$ cat src/rtl/hyperbus_arbiter.sv
// Round-robin arbiter sharing one HyperBus primary controller between NPORTS requesters.
// Optional watchdog enabled by defining HYPERBUS_ARB_TIMEOUT_EN.
module hyperbus_arbiter #(
  parameter int NPORTS         = 2,
  parameter int WIDTH          = 8,
  parameter int TIMEOUT_CYCLES = 255,
  localparam int GW            = (NPORTS > 2) ? $clog2(NPORTS) : 1,
  localparam int DW            = 2 * WIDTH
) (
  input  logic                 clk,
  input  logic                 rstn,
  input  logic [NPORTS-1:0]    req_rrq,
  input  logic [NPORTS-1:0]    req_wrq,
  input  logic [NPORTS-1:0]    req_reg_space,
  input  logic [NPORTS*32-1:0] req_adr,
  input  logic [NPORTS*DW-1:0] req_dat,
  output logic [NPORTS-1:0]    req_ack,
  output logic                 req_err,
  output logic [DW-1:0]        rdata,
  output logic [GW-1:0]        grant,
  output logic [31:0]          hb_adr,
  output logic [DW-1:0]        hb_dat_o,
  output logic                 hb_reg_space,
  output logic                 hb_rrq,
  output logic                 hb_wrq,
  input  logic [DW-1:0]        hb_dat_i,
  input  logic                 hb_busy,
  input  logic                 hb_error
);

  localparam int unsigned NP = NPORTS;

  typedef enum logic [1:0] {S_IDLE, S_ISSUE, S_WAIT, S_DONE} state_e;

  state_e             state_q, state_d;
  logic [GW-1:0]      ptr_q, ptr_d;
  logic [GW-1:0]      grant_q, grant_d;
  logic [31:0]        adr_q, adr_d;
  logic [DW-1:0]      dat_q, dat_d;
  logic               reg_q, reg_d;
  logic               rrq_q, rrq_d;
  logic               wrq_q, wrq_d;
  logic [NPORTS-1:0]  ack_q, ack_d;
  logic               err_q, err_d;
  logic [DW-1:0]      rdata_q, rdata_d;

  logic [NPORTS-1:0]  active;
  logic [31:0]        adr_arr [NPORTS];
  logic [DW-1:0]      dat_arr [NPORTS];
  logic               found;
  logic [GW-1:0]      win;
  logic               timeout_hit;

  assign active = req_rrq | req_wrq;

  for (genvar g = 0; g < NPORTS; g++) begin : g_unpack
    assign adr_arr[g] = req_adr[32*g+31 : 32*g];
    assign dat_arr[g] = req_dat[DW*g+DW-1 : DW*g];
  end

`ifdef HYPERBUS_ARB_TIMEOUT_EN
  localparam int CW = $clog2(TIMEOUT_CYCLES + 1);
  logic [CW-1:0] cnt_q;

  // Cleared while IDLE, which is equivalent to clearing on entry to ISSUE.
  always_ff @(posedge clk or negedge rstn) begin
    if (!rstn)                                        cnt_q <= '0;
    else if (state_q == S_IDLE)                       cnt_q <= '0;
    else if (state_q == S_ISSUE || state_q == S_WAIT) cnt_q <= cnt_q + 1'b1;
  end

  assign timeout_hit = (cnt_q == CW'(TIMEOUT_CYCLES - 1));
`else
  // Watchdog compiled out; expression is constant 0 for any legal limit.
  assign timeout_hit = (TIMEOUT_CYCLES < 0);
`endif

  always_comb begin
    int unsigned idx;
    idx   = 0;
    found = 1'b0;
    win   = '0;
    for (int unsigned k = 1; k <= NP; k++) begin
      idx = (32'(ptr_q) + k) % NP;
      if (!found && active[GW'(idx)]) begin
        found = 1'b1;
        win   = GW'(idx);
      end
    end
  end

  always_comb begin
    state_d = state_q;
    ptr_d   = ptr_q;
    grant_d = grant_q;
    adr_d   = adr_q;
    dat_d   = dat_q;
    reg_d   = reg_q;
    rrq_d   = rrq_q;
    wrq_d   = wrq_q;
    rdata_d = rdata_q;
    ack_d   = '0;
    err_d   = 1'b0;

    case (state_q)
      S_IDLE: begin
        if (found) begin
          grant_d = win;
          ptr_d   = win;
          adr_d   = adr_arr[win];
          dat_d   = dat_arr[win];
          reg_d   = req_reg_space[win];
          if (hb_error) begin
            state_d    = S_DONE;
            ack_d[win] = 1'b1;
            err_d      = 1'b1;
          end else begin
            state_d = S_ISSUE;
            rrq_d   = req_rrq[win];
            wrq_d   = ~req_rrq[win];
          end
        end
      end

      S_ISSUE: begin
        if (hb_error || timeout_hit) begin
          state_d        = S_DONE;
          ack_d[grant_q] = 1'b1;
          err_d          = 1'b1;
          rrq_d          = 1'b0;
          wrq_d          = 1'b0;
        end else if (hb_busy) begin
          state_d = S_WAIT;
        end
      end

      S_WAIT: begin
        if (hb_error) begin
          state_d        = S_DONE;
          ack_d[grant_q] = 1'b1;
          err_d          = 1'b1;
          rrq_d          = 1'b0;
          wrq_d          = 1'b0;
        end else if (!hb_busy) begin
          state_d        = S_DONE;
          ack_d[grant_q] = 1'b1;
          rrq_d          = 1'b0;
          wrq_d          = 1'b0;
          if (rrq_q) rdata_d = hb_dat_i;
        end else if (timeout_hit) begin
          state_d        = S_DONE;
          ack_d[grant_q] = 1'b1;
          err_d          = 1'b1;
          rrq_d          = 1'b0;
          wrq_d          = 1'b0;
        end
      end

      S_DONE: state_d = S_IDLE;

      default: state_d = S_IDLE;
    endcase
  end

  always_ff @(posedge clk or negedge rstn) begin
    if (!rstn) begin
      state_q <= S_IDLE;
      ptr_q   <= GW'(NPORTS - 1);
      grant_q <= '0;
      adr_q   <= '0;
      dat_q   <= '0;
      reg_q   <= 1'b0;
      rrq_q   <= 1'b0;
      wrq_q   <= 1'b0;
      ack_q   <= '0;
      err_q   <= 1'b0;
      rdata_q <= '0;
    end else begin
      state_q <= state_d;
      ptr_q   <= ptr_d;
      grant_q <= grant_d;
      adr_q   <= adr_d;
      dat_q   <= dat_d;
      reg_q   <= reg_d;
      rrq_q   <= rrq_d;
      wrq_q   <= wrq_d;
      ack_q   <= ack_d;
      err_q   <= err_d;
      rdata_q <= rdata_d;
    end
  end

  assign req_ack      = ack_q;
  assign req_err      = err_q;
  assign rdata        = rdata_q;
  assign grant        = grant_q;
  assign hb_adr       = adr_q;
  assign hb_dat_o     = dat_q;
  assign hb_reg_space = reg_q;
  assign hb_rrq       = rrq_q;
  assign hb_wrq       = wrq_q;

endmodule

$ cat config.mk
export PLATFORM = sky130hd
export DESIGN_NAME = hyperbus_arbiter
export DESIGN_NICKNAME = d
export VERILOG_FILES = /design/src/rtl/hyperbus_arbiter.sv
export SDC_FILE = /design/constraint.sdc
export NUM_CORES = 1
export LEC_CHECK = 0
export CORE_UTILIZATION = 40
export CTS_BUF_LIST = sky130_fd_sc_hd__clkbuf_8
export DETAILED_ROUTE_END_ITERATION = 8
export PLACE_DENSITY = 0.83
export RECOVER_POWER = 100
export SLEW_MARGIN = 10
export SYNTH_ARGS = -nofsm -noshare
export SYNTH_HDL_FRONTEND = slang
export SYNTH_SLANG_ARGS = --single-unit
$ cat constraint.sdc
create_clock -name clk -period 2.1 [get_ports clk]
set_clock_uncertainty 0.2 [all_clocks]
set_input_delay 0.315 -clock clk [delete_from_list [all_inputs] [get_ports clk]]
set_output_delay 0.315 -clock clk [all_outputs]
set_load 0.01 [all_outputs]
# ---- After elaboration in Yosys (flattened, before gate mapping)
# Cells that the tools add are included.
dict set report word_totals {
  output_inout_bits 71
  ff_bits 74
  in_bits 122
  word_cells 91
}
dict set report classes {
  n_mux 47
  reduce_logical 11
  n_eq_ne 8
  bitwise_logic 5
  add_sub_neg 2
  n_lt_le_gt_ge 7
}
# operator count
set op_table {}
lappend op_table {{32-bit two-way mux} 3}
lappend op_table {{16-bit two-way mux} 3}
lappend op_table {{1-bit two-way mux} 23}
lappend op_table {{2-bit two-way mux} 11}
lappend op_table {{1-bit by 2-bit less-than comparator with 1-bit output (second input constant)} 4}
lappend op_table {{2-bit case mux with 4 select lines} 1}
lappend op_table {{2-bit != test (second input constant)} 3}
lappend op_table {{3-bit != test (second input constant)} 2}
lappend op_table {{1-bit case mux with 3 select lines} 2}
lappend op_table {{2-bit case mux with 3 select lines} 1}
lappend op_table {{5-bit AND reduction} 1}
lappend op_table {{2-bit == test (second input constant)} 2}
lappend op_table {{4-bit AND reduction} 1}
lappend op_table {{1-bit logical AND} 3}
lappend op_table {{1-bit inverter} 3}
lappend op_table {{3-bit AND reduction} 1}
lappend op_table {{3-bit nonzero test} 1}
lappend op_table {{1-bit adder (second input constant)} 2}
lappend op_table {{1-bit demux with 1-bit select} 2}
lappend op_table {{2-bit by 1-bit == test with 1-bit output (second input constant)} 1}
lappend op_table {{1-bit greater-or-equal comparator (second input constant)} 2}
lappend op_table {{2-bit greater-or-equal comparator (second input constant)} 1}
lappend op_table {{2-bit zero test} 1}
lappend op_table {{1-bit inverter with 2-bit output} 1}
lappend op_table {{other kinds (5)} 5}

# ---- Depth between registers and ports, before layout
dict set report logic_depth {
  depth_word 14
  mapped_depth 7
  mapped_depth_nobuf 6
}

# ---- Worst setup path after synthesis
# No wires, ideal clock.
dict set report synth_path {
  path_type {flip-flop to flip-flop}
  startpoint {register state_q[0]}
  endpoint {register rdata_q[0], in the netlist rdata[0]}
  n_path_buf 2
  setup_ns 0.125
  period_less_slack_ns 1.869
  slack_ns 0.231
  arrival_time_ns 1.545
  t_required_ns 1.775
  stages_incl_launch_ff 7
  path_cell_list {dfrtp_1 inv_1 ha_1 and3_1 buf_2 buf_2 mux2_2}
}
dict set report synth_via {
  elab_chain_len 2
}
# item line_no
set synth_rtl {}
lappend synth_rtl {{from (decl)} 35} ;# state_e state_q, state_d;
lappend synth_rtl {{from (signal assigned)} 179} ;# state_q <= state_d;
lappend synth_rtl {{2-bit == test} 105} ;# case (state_q)
lappend synth_rtl {{4-bit AND reduction (no source line)} n/a}
lappend synth_rtl {{to (signal assigned)} 189} ;# rdata_q <= rdata_d;
lappend synth_rtl {{to (decl)} 45} ;# logic [DW-1:0] rdata_q, rdata_d;
# Every way passes these cells.
# A chain may end at the register's enable or synchronous reset.

# ---- Final worst setup path
dict set report layout_path {
  startpoint {input req_rrq[1]}
  endpoint {register adr_q[25], in the netlist hb_adr[25]}
}
dict set report layout_via {
  elab_chain_len 11
  elab_cells_between_ends 16
  cone_classes {mux (11); bitwise (2); reduce/logical (3)}
}
# item line_no
set layout_rtl {}
lappend layout_rtl {{from (decl)} 12} ;# input logic [NPORTS-1:0] req_rrq,
lappend layout_rtl {{2-bit bitwise OR (*)} 54} ;# assign active = req_rrq | req_wrq;
lappend layout_rtl {{1-bit two-way mux (not written as such) (2 in series)} 85} ;# if (!found && active[GW'(idx)]) begin
lappend layout_rtl {{1-bit two-way mux} 85}
lappend layout_rtl {{1-bit zero test} 85}
lappend layout_rtl {{1-bit logical AND} 85}
lappend layout_rtl {{1-bit two-way mux} 85}
lappend layout_rtl {{1-bit inverter with 2-bit output (not written as such)} 110} ;# adr_d = adr_arr[win];
lappend layout_rtl {{32-bit two-way mux (not written as such) (3 in series)} 110}
lappend layout_rtl {{to (signal assigned)} 182} ;# adr_q <= adr_d;
lappend layout_rtl {{to (decl)} 38} ;# logic [31:0] adr_q, adr_d;
# Mark *: on every way between the ends. The rest lies on a longest branch, timed or not. The select of a mux whose other input is x is not followed.

==> Flow_metrics.wiki <==
{| class="wikitable"
! Metric !! Value
|-
| Cell at the root of the clock tree || clkbuf_8
|-
| Die extent in y || 94.46 um
|-
| Post-place setup slack || -0.09120 ns
|-
| Int Power || approximately 4.4 mW
|-
| Part of the power in the clock network || between 10% and 20%
|-
| Logic pwr share || 50.1%
|-
| Worst Setup Path Type || input port to flip-flop
|-
| Count of buffers from port buffering || 192
|-
| Cell count after synthesis || 305
|-
| Number of nets at the end of the flow || 629
|-
| Peak Freq || 0.5188 GHz
|-
| Initial core utilization || 41.41%
|-
| Number of flops mapped to enable cells by yosys || 0
|-
| Final ANT Viol Nets || 0
|-
| Startpoint class of the critical path || input port
|-
| Via density per instance || 4.836
|-
| Seq cells post-synth || 74
|-
| Wire length of the first global-routing pass || 14170 um
|-
| Number of buffers between clock root and the deepest sink || 2
|-
| Start point of the critical path || req_rrq[1]
|-
| Leakage || 2.599 nW
|-
| Count of max-cap constraint violations || 0
|-
| Clock slew at reported path FFs || 0.07 ns
|-
| Worst Tran Pin Value || 0.6728 ns
|-
| # hold bufs at CTS || 1
|-
| Fraction of registers with async set or reset after synthesis || 100.0%
|-
| Area of the die || 8923 um2
|-
| HP Start || hb_dat_o[10]
|-
| Avg WL per Cell || about 15 um
|-
| Total negative setup slack || 0 ns
|-
| Endpoint class of the critical path || flip-flop
|-
| Period utilization || about nine tenths
|-
| Core area || 8258 um2
|-
| Cells resized by post-CTS repair || 0
|-
| Largest driver fanout on the critical path || 58
|-
| Detailed Place HPWL || about 7000 um
|-
| GP Congestion || 0.8015
|-
| TritonCTS clock tree || built
|-
| Final std cell area, no fill || 5679 um2
|-
| Number of CTS-inserted buffers || 9
|-
| Predominant post-synthesis flop cell || dfrtp_1
|-
| Clock Sinks || 74
|-
| Final setup fails || 0
|-
| Sequential share of the synthesized area || 54.19%
|-
| Power per cell area || 1213 nW/um2
|-
| Type of the most critical hold path || flip-flop to flip-flop
|-
| Maximum vdd ir drop || between 0.5 and 0.6 mV
|-
| Max Slew Vio Count || 0
|-
| Net Sw Power || about 2.5 mW
|-
| Fraction of layout instances using a drive strength above 1 || under 10%
|-
| Sum of routed wire length over all layers || a little under 9000 um
|-
| Post-layout minimum cycle time || 1.927 ns
|-
| Number of warning messages in the yosys log || 0
|-
| Post-route setup slack || 0.1726 ns
|-
| Via count of the first global-routing pass || 3070
|-
| Data required time of the critical path || 2.10 ns
|-
| Worst r2r src || state_q[0]
|-
| Syn Nets || 433
|-
| Hold slack || 0.2725 ns
|-
| Number of levels the H-tree was split into || 3
|-
| Total setup buffers inserted after CTS || 0
|-
| Cell Area, Placed || 5523 um2
|-
| Number of non-filler instances in the completed layout || 611
|-
| Number of detailed-routing iterations run before antenna repair || 4
|-
| Arrival time of data at the critical path endpoint || 1.92 ns
|-
| Power consumption || 6.891 mW
|-
| Unrepaired setup endpoints after global routing || no
|-
| Number of placed I/O pins || 193
|-
| Growth of design area from synthesis to finish || 66.08%
|-
| Sw Share || 36.21%
|-
| Placed instance count || around 590
|-
| Final Hold Viols || 0
|-
| Run status || completed
|-
| Number of DRC violations after detailed routing || 0
|-
| Via count of the routed design || just under 3000
|-
| Clock insertion delay at the later pin of the skew report || 0.33 ns
|-
| Antenna violations before repair || 0
|-
| Seq pwr share || 35.5%
|-
| Gr usage total || roughly 21%
|-
| Layout Utilization || 68.77%
|-
| Count of routing violations after the opening detailed-route iteration || 66
|-
| Tightest slew margin relative to the limit || about 55%
|-
| Number of different library cells in the post-synthesis netlist || 28
|-
| Placement row count || 33
|-
| Total inserted antenna cells || 0
|-
| Die W || 94.46 um
|-
| Mapped cell area || around 3400 um2
|-
| Average cell area after synthesis || 11.21 um2
|-
| Total congestion overflow || 0
|-
| Pin count of the biggest net entering global routing || 59
|}
-- per-layer routing --
layer | global-route usage, % | vias up | wire length [um]
met1 | 23.19 | 1364 | 3377
met5 | 0 | - | 0
li1 | - | 1453 | -
met2 | 37.14 | 126 | 4635
met4 | 7.576 | 0 | 141
met3 | 5.556 | 12 | 744
-- cell usage after synthesis (all sizes together), types with 2 or more instances --
| library cell | n | area (um2) |
|---|---|---|
| clkbuf | 4 | 16.26 |
| buf | 15 | 102.6 |
| a21oi | 3 | 15.01 |
| nand2 | 52 | 195.2 |
| nor2 | 6 | 22.52 |
| and2 | 2 | 12.51 |
| dfrtp | 73 | 1827 |
| inv | 6 | 22.52 |
| ha | 6 | 75.07 |
| o21ai | 56 | 280.3 |
| mux2i | 50 | 500.5 |
| mux2 | 18 | 202.7 |
| nand2b | 2 | 12.51 |
-- state kept, by name (all words and copies together), names as in the netlist --
name,flops
ptr_q,1
rdata,16
grant,1
hb_wrq,1
state_q,2
hb_reg_space,1
req_err,1
req_ack,2
hb_rrq,1
hb_dat_o,16
hb_adr,32
-- critical path, cell delays in order --
cell	delay [ns]
dlygate4sd3_1	0.62
nor4_4	0.29
nand2b_1	0.28
buf_12	0.25
o21ai_0	0.15
-- cells in the final DEF, fill, tap and decap left out, types with 2 or more instances in the layout --
master             n
a21oi_1            3
and2_1             2
buf_12             5
buf_4              2
clkbuf_1           2
clkbuf_2           2
clkbuf_8          10
clkdlybuf4s50_1  119
clkinvlp_4         4
dfrtp_1           73
dlygate4sd3_1     73
ha_1               6
inv_1              7
mux2_1             2
mux2_2            16
mux2i_1           50
nand2_1           52
nand2b_1           2
nor2_1             6
o21ai_0           55
-- kinds of logic (layout without fill, tap and decap cells) --
family	count (synthesis)	in the layout	share of synthesized area, %
AND/OR/NAND/NOR	65	65	8.160
flip-flops	74	74	54.19
buffers and inverters	25	226	4.134
adder cells (fa/ha/maj)	6	6	2.195
multiplexers	68	68	20.56
AO/OA/AOI/OAI	67	67	10.76
-- power by group through the flow --
stage               Sequential (mW)  Combinational [mW]  Clock, mW
floorplan                      2.78                1.50          0
finish                         2.45                3.45      0.993
global placement               2.48                3.65          0
CTS                            2.49                3.76       1.03
detailed placement             2.52                3.75          0
global route                   2.55                3.81       1.10
-- final timing paths --
path	to	slack, ns	cells past startpoint
setup / recovery	hb_adr[25]	0.17	5
setup reg to reg	rdata[9]	0.27	5
hold / removal	hb_dat_o[10]	0.27	2
min in group asynchronous	rdata[15]	0.33	2
hold reg to reg	hb_dat_o[10]	0.27	2
max in group asynchronous	hb_adr[11]	0.36	3
-- area by class of cell --
class	instances	area (um2)
multi-input combinational	206	1430
fill	673	2579
timing repair buffer	204	2062
clock inverter	6	42.54
clock buffer	10	137.6
inverter	6	22.52
sequential	74	1853
tap	105	131.4
Power figures use the tool's default switching activity.
